==> src/rtl/bus_dec1to2.sv <==
// One-master to two-slave address decoder. Unmapped accesses and slaves that
// stall too long are terminated locally with ERR_DATA, and the first such error is held for debug.
`timescale 1ns/1ps
module bus_dec1to2 #(
    parameter logic [31:0] S0_BASE  = 32'h0000_0000,
    parameter logic [31:0] S0_MASK  = 32'hFFFF_0000,
    parameter logic [31:0] S1_BASE  = 32'h1000_0000,
    parameter logic [31:0] S1_MASK  = 32'hF000_0000,
    parameter int          TIMEOUT  = 16,
    parameter logic [31:0] ERR_DATA = 32'hDEAD_BEEF
) (
    input  logic        clk,
    input  logic        reset,

    input  logic        m_valid,
    output logic        m_ready,
    input  logic [31:0] m_addr,
    output logic [31:0] m_rdata,
    input  logic [31:0] m_wdata,
    input  logic [3:0]  m_wstrb,

    output logic        s0_valid,
    input  logic        s0_ready,
    output logic [31:0] s0_addr,
    input  logic [31:0] s0_rdata,
    output logic [31:0] s0_wdata,
    output logic [3:0]  s0_wstrb,

    output logic        s1_valid,
    input  logic        s1_ready,
    output logic [31:0] s1_addr,
    input  logic [31:0] s1_rdata,
    output logic [31:0] s1_wdata,
    output logic [3:0]  s1_wstrb,

    output logic        err_valid,
    output logic [31:0] err_addr,
    input  logic        err_clr
);

    localparam int            CW       = (TIMEOUT > 2) ? $clog2(TIMEOUT) : 1;
    localparam logic [CW-1:0] CNT_LAST = CW'(TIMEOUT - 1);

    typedef enum logic [1:0] {
        IDLE = 2'd0,
        SEL0 = 2'd1,
        SEL1 = 2'd2,
        ERR  = 2'd3
    } state_t;

    state_t        state;
    state_t        state_nxt;
    logic [CW-1:0] cnt;
    logic [CW-1:0] cnt_nxt;
    logic          hit0;
    logic          hit1;
    logic          sel_ready;
    logic [31:0]   sel_rdata;
    logic          sel_valid;
    logic          capture;

    assign hit0 = (m_addr & S0_MASK) == S0_BASE;
    assign hit1 = (m_addr & S1_MASK) == S1_BASE;

    // Request fields always pass through; only valid is steered.
    assign s0_addr  = m_addr;
    assign s0_wdata = m_wdata;
    assign s0_wstrb = m_wstrb;
    assign s1_addr  = m_addr;
    assign s1_wdata = m_wdata;
    assign s1_wstrb = m_wstrb;

    assign sel_ready = (state == SEL1) ? s1_ready : s0_ready;
    assign sel_rdata = (state == SEL1) ? s1_rdata : s0_rdata;

    always_ff @(posedge clk or posedge reset) begin
        if (reset) begin
            state <= IDLE;
            cnt   <= '0;
        end else begin
            state <= state_nxt;
            cnt   <= cnt_nxt;
        end
    end

    always_comb begin
        state_nxt = state;
        cnt_nxt   = cnt;
        m_ready   = 1'b0;
        m_rdata   = '0;
        sel_valid = 1'b0;
        capture   = 1'b0;
        case (state)
            IDLE: begin
                cnt_nxt = '0;
                if (m_valid) begin
                    if (hit0)      state_nxt = SEL0;
                    else if (hit1) state_nxt = SEL1;
                    else           state_nxt = ERR;
                end
            end
            SEL0, SEL1: begin
                sel_valid = m_valid;
                m_rdata   = sel_rdata;
                if (!m_valid) begin
                    state_nxt = IDLE;
                    cnt_nxt   = '0;
                end else if (sel_ready) begin
                    m_ready   = 1'b1;
                    state_nxt = IDLE;
                    cnt_nxt   = '0;
                end else if (cnt == CNT_LAST) begin
                    // Slave hung: withdraw the request and answer the master ourselves.
                    sel_valid = 1'b0;
                    m_ready   = 1'b1;
                    m_rdata   = ERR_DATA;
                    capture   = 1'b1;
                    state_nxt = IDLE;
                    cnt_nxt   = '0;
                end else begin
                    cnt_nxt = cnt + 1'b1;
                end
            end
            ERR: begin
                m_ready   = 1'b1;
                m_rdata   = ERR_DATA;
                capture   = 1'b1;
                state_nxt = IDLE;
                cnt_nxt   = '0;
            end
            default: begin
                state_nxt = IDLE;
                cnt_nxt   = '0;
            end
        endcase
    end

    assign s0_valid = sel_valid & (state == SEL0);
    assign s1_valid = sel_valid & (state == SEL1);

    // Clear beats capture; only the first error after a clear is recorded.
    always_ff @(posedge clk or posedge reset) begin
        if (reset) begin
            err_valid <= 1'b0;
            err_addr  <= '0;
        end else if (err_clr) begin
            err_valid <= 1'b0;
            err_addr  <= '0;
        end else if (capture && !err_valid) begin
            err_valid <= 1'b1;
            err_addr  <= m_addr;
        end
    end

endmodule

==> config.mk <==
export PLATFORM = sky130hd
export DESIGN_NAME = bus_dec1to2
export DESIGN_NICKNAME = d
export VERILOG_FILES = /design/src/rtl/bus_dec1to2.sv
export SDC_FILE = /design/constraint.sdc
export NUM_CORES = 1
export LEC_CHECK = 0
export ABC_AREA = 1
export BUFFER_PORTS_ARGS = -buffer_cell sky130_fd_sc_hd__buf_2
export CAP_MARGIN = 20
export CORE_AREA = 2 2 133 135
export CTS_CLUSTER_SIZE = 30
export DETAILED_ROUTE_END_ITERATION = 8
export DIE_AREA = 0 0 135 137
export GPL_ROUTABILITY_DRIVEN = 0
export PLACE_DENSITY_LB_ADDON = 0.1
export SLEW_MARGIN = 20
export SYNTH_ARGS = -nofsm -noshare
export SYNTH_HDL_FRONTEND = slang
export SYNTH_SLANG_ARGS = --single-unit
export TNS_END_PERCENT = 1
==> constraint.sdc <==
create_clock -name clk -period 3.2 [get_ports clk]
set_input_delay 0.64 -clock clk [delete_from_list [all_inputs] [get_ports clk]]
set_output_delay 0.64 -clock clk [all_outputs]
set_load 0.02 [all_outputs]
==> flow_summary.json <==
{
  "area_growth_pct": 12.3,
  "syn-num-nets": 666,
  "fp-row-count": 48,
  "io-pin-count": 342,
  "tns_ns": 0,
  "cts_resized": 0,
  "core_um2": 17100,
  "clock-sinks": 39,
  "setup_viol": 0,
  "clk-insertion-delay-late_ns": 0.29,
  "syn-cell-area_um2": 3780,
  "track_usage_pct": 11.5,
  "drc": 0,
  "critPathSlowestCell": "nor4_1",
  "via_per_inst": 4.15,
  "p_total_uw": 3240,
  "synth_top_area_share_pct": 28.0,
  "yosysSeqAreaShare_pct": 25.8,
  "grt_max_degree": 40,
  "synthDistinctLibCells": 27,
  "yosysWarnings": 0,
  "drv_slew": 0,
  "dp_hpwl_um": 8370,
  "clockBufferDepth": 2,
  "fmax_ghz": 0.351,
  "diodes": 0,
  "synthCells": 522,
  "fin_util_pct": 24.9,
  "synth_area_leaders": "buf_4, dfrtp_1, nor2_1",
  "p_per_area_nw_per_um2": 762,
  "yosys.area_share.simple_pct": 34.4,
  "multiInputGateArea_um2": 1550,
  "antenna_found_initial": 0,
  "cp-end-kind": "output port",
  "switchingPower_uw": 1750,
  "cts-root-buf": "clkbuf_16",
  "die_x_um": 135,
  "min_period_ns": 2.85,
  "hold_violations": 0,
  "worstSetupPathType": "reg -> out",
  "status": "completed",
  "die_h_um": 137,
  "cts_made_buffers": 5,
  "path_clk_slew_ns": 0.06,
  "synth-xor-area-share_pct": 0.231,
  "synth_top_family_by_area": "simple AND/OR/NAND/NOR gates",
  "path_max_fanout": 32,
  "seq_area_um2": 976,
  "rsz0062_at_grt": "false",
  "cellLeakagePower_uw": 0.00248,
  "first_global_vias": 3254,
  "p_seq_share_pct": 19.4,
  "combPwrFrac_pct": 65.1,
  "cp_top_family": "buffers and inverters",
  "drt_iter0_drc": 102,
  "final_cell_mix": "buf_2, nor2_1, nand2_1, dfrtp_1, nand4_1",
  "nFillCells": 1949,
  "fin_ws_ns": 0.348,
  "arrival_ns": 2.21,
  "worstMarginPinSlew_ns": 0.887,
  "worstPathCellList": "inv_1 > ha_1 > buf_4 > nor2_1 > nor4_1 > buf_2",
  "synth_area_per_cell_um2": 7.25,
  "cts_hold_buf": 0,
  "cts_setup_buffers": 0,
  "p_clk_share_pct": 15.5,
  "start_util_pct": 22.2,
  "finalNetCount": 747,
  "preCtsSetupSlack_ns": 0.623,
  "ant_nets": 0,
  "drv_cap": 0,
  "grt_pass1_wl_um": 17000,
  "whs_ns": 0.456,
  "synth_seq_cells": 39,
  "min_period_over_period_pct": 89.1,
  "yosysTopAreaCell": "buf_4",
  "max_stage_delay_ns": 0.44,
  "crit_path_start_kind": "register",
  "cts_tree": "built",
  "relSlewSlack_pct": 40.8,
  "wl_per_cell_um": 13.7,
  "htree_levels": 2,
  "critical_path_buf_inv_count": 3,
  "min_path_type": "reg -> reg",
  "skew_ns": 0.0101,
  "portBuffers": 233,
  "drive_above_1_share_pct": 47.7,
  "num_vias": 3441,
  "synth_compound_area_share_pct": 4.33,
  "synth_fa_ha_area_share_pct": 1.98,
  "required_ns": 2.56,
  "swShare_pct": 53.9,
  "wl_um": 11300,
  "layout_commonest_cell": "buf_2",
  "yosys-mux-area-fraction_pct": 0,
  "internal-power_uw": 1490,
  "die-area_um2": 18500,
  "grt_overflow": 0,
  "vdd_drop_max_v": 0.000340,
  "dr.pass1.iters": 5
}
## flip-flops by register name, summed over array words and instances (netlist names)
register,flops
err_addr,32
err_valid,1
cnt,4
state,2
## worst paths after layout
path | startpoint | end | slack, ns | depth (start not counted)
min in group asynchronous | reset | err_addr[5]$_DFFE_PP0P_ | 0.54 | 2
worst max-delay path | state[0]$_DFFE_PP0P_ | m_rdata[17] | 0.35 | 6
worst min-delay path | cnt[0]$_DFF_PP0_ | cnt[0]$_DFF_PP0_ | 0.46 | 1
worst min register to register | cnt[0]$_DFF_PP0_ | cnt[0]$_DFF_PP0_ | 0.46 | 1
worst max register to register | state[0]$_DFFE_PP0P_ | err_addr[3]$_DFFE_PP0P_ | 0.79 | 9
max in group asynchronous | reset | err_addr[31]$_DFFE_PP0P_ | 2.10 | 2
## metrics by stage
step,instances,area (µm²)
after global placement,821,4100
final,829,4250
after detailed placement,821,4100
after global routing,829,4250
after floorplan,522,3780
after CTS,829,4250
## area by class of cell
type	instances	share of cell area [%]
Clock buffer	5	2.94
Timing Repair Buffer	239	28.8
Inverter	19	1.74
Tap cell	225	6.63
Multi-Input combinational cell	299	36.5
Sequential cell	39	23.0
Clock inverter	3	0.471
## cell usage after synthesis
library cell	instances
o21ai_0	24
clkbuf_1	13
nand2_2	3
buf_1	1
nand2_4	2
nand2_1	69
buf_2	6
nand3_2	31
nor3_1	7
xor2_1	1
buf_4	141
nor2_4	1
buf_6	4
dfrtp_1	39
o31ai_1	1
o21ai_1	4
nor2_1	109
nand4_1	32
ha_1	6
a31oi_1	1
nor4_1	1
nor2_2	1
nand3_1	3
a21oi_1	2
inv_4	1
inv_1	18
nor3b_1	1
## layer usage
| layer | vias up | track usage, % | share of wire (%) |
|---|---|---|---|
| li1 | 1696 | - | - |
| met1 | 1530 | 13.8 | 41 |
| met2 | 201 | 20.1 | 47 |
| met3 | 14 | 3.15 | 11 |
| met4 | 0 | 3.36 | 1.4 |
| met5 | - | 0 | 0 |
## power by group through the flow
stage / clock [µW] / combinational, µW / sequential (µW)
after floorplan: 0 / 1550 / 705
after global placement: 0 / 2140 / 637
after detailed placement: 0 / 2140 / 638
after CTS: 525 / 2140 / 629
after global routing: 537 / 2340 / 639
final: 503 / 2110 / 627
## cells by family (layout without fill, tap and decap cells)
family          Yosys count  in the layout
compound gates           32             32
buf+inv                 184            266
flops                    39             39
xor+xnor                  1              1
fa+ha+maj                 6              6
simple gates            260            260
No activity file was read; power rests on OpenSTA's default activity.
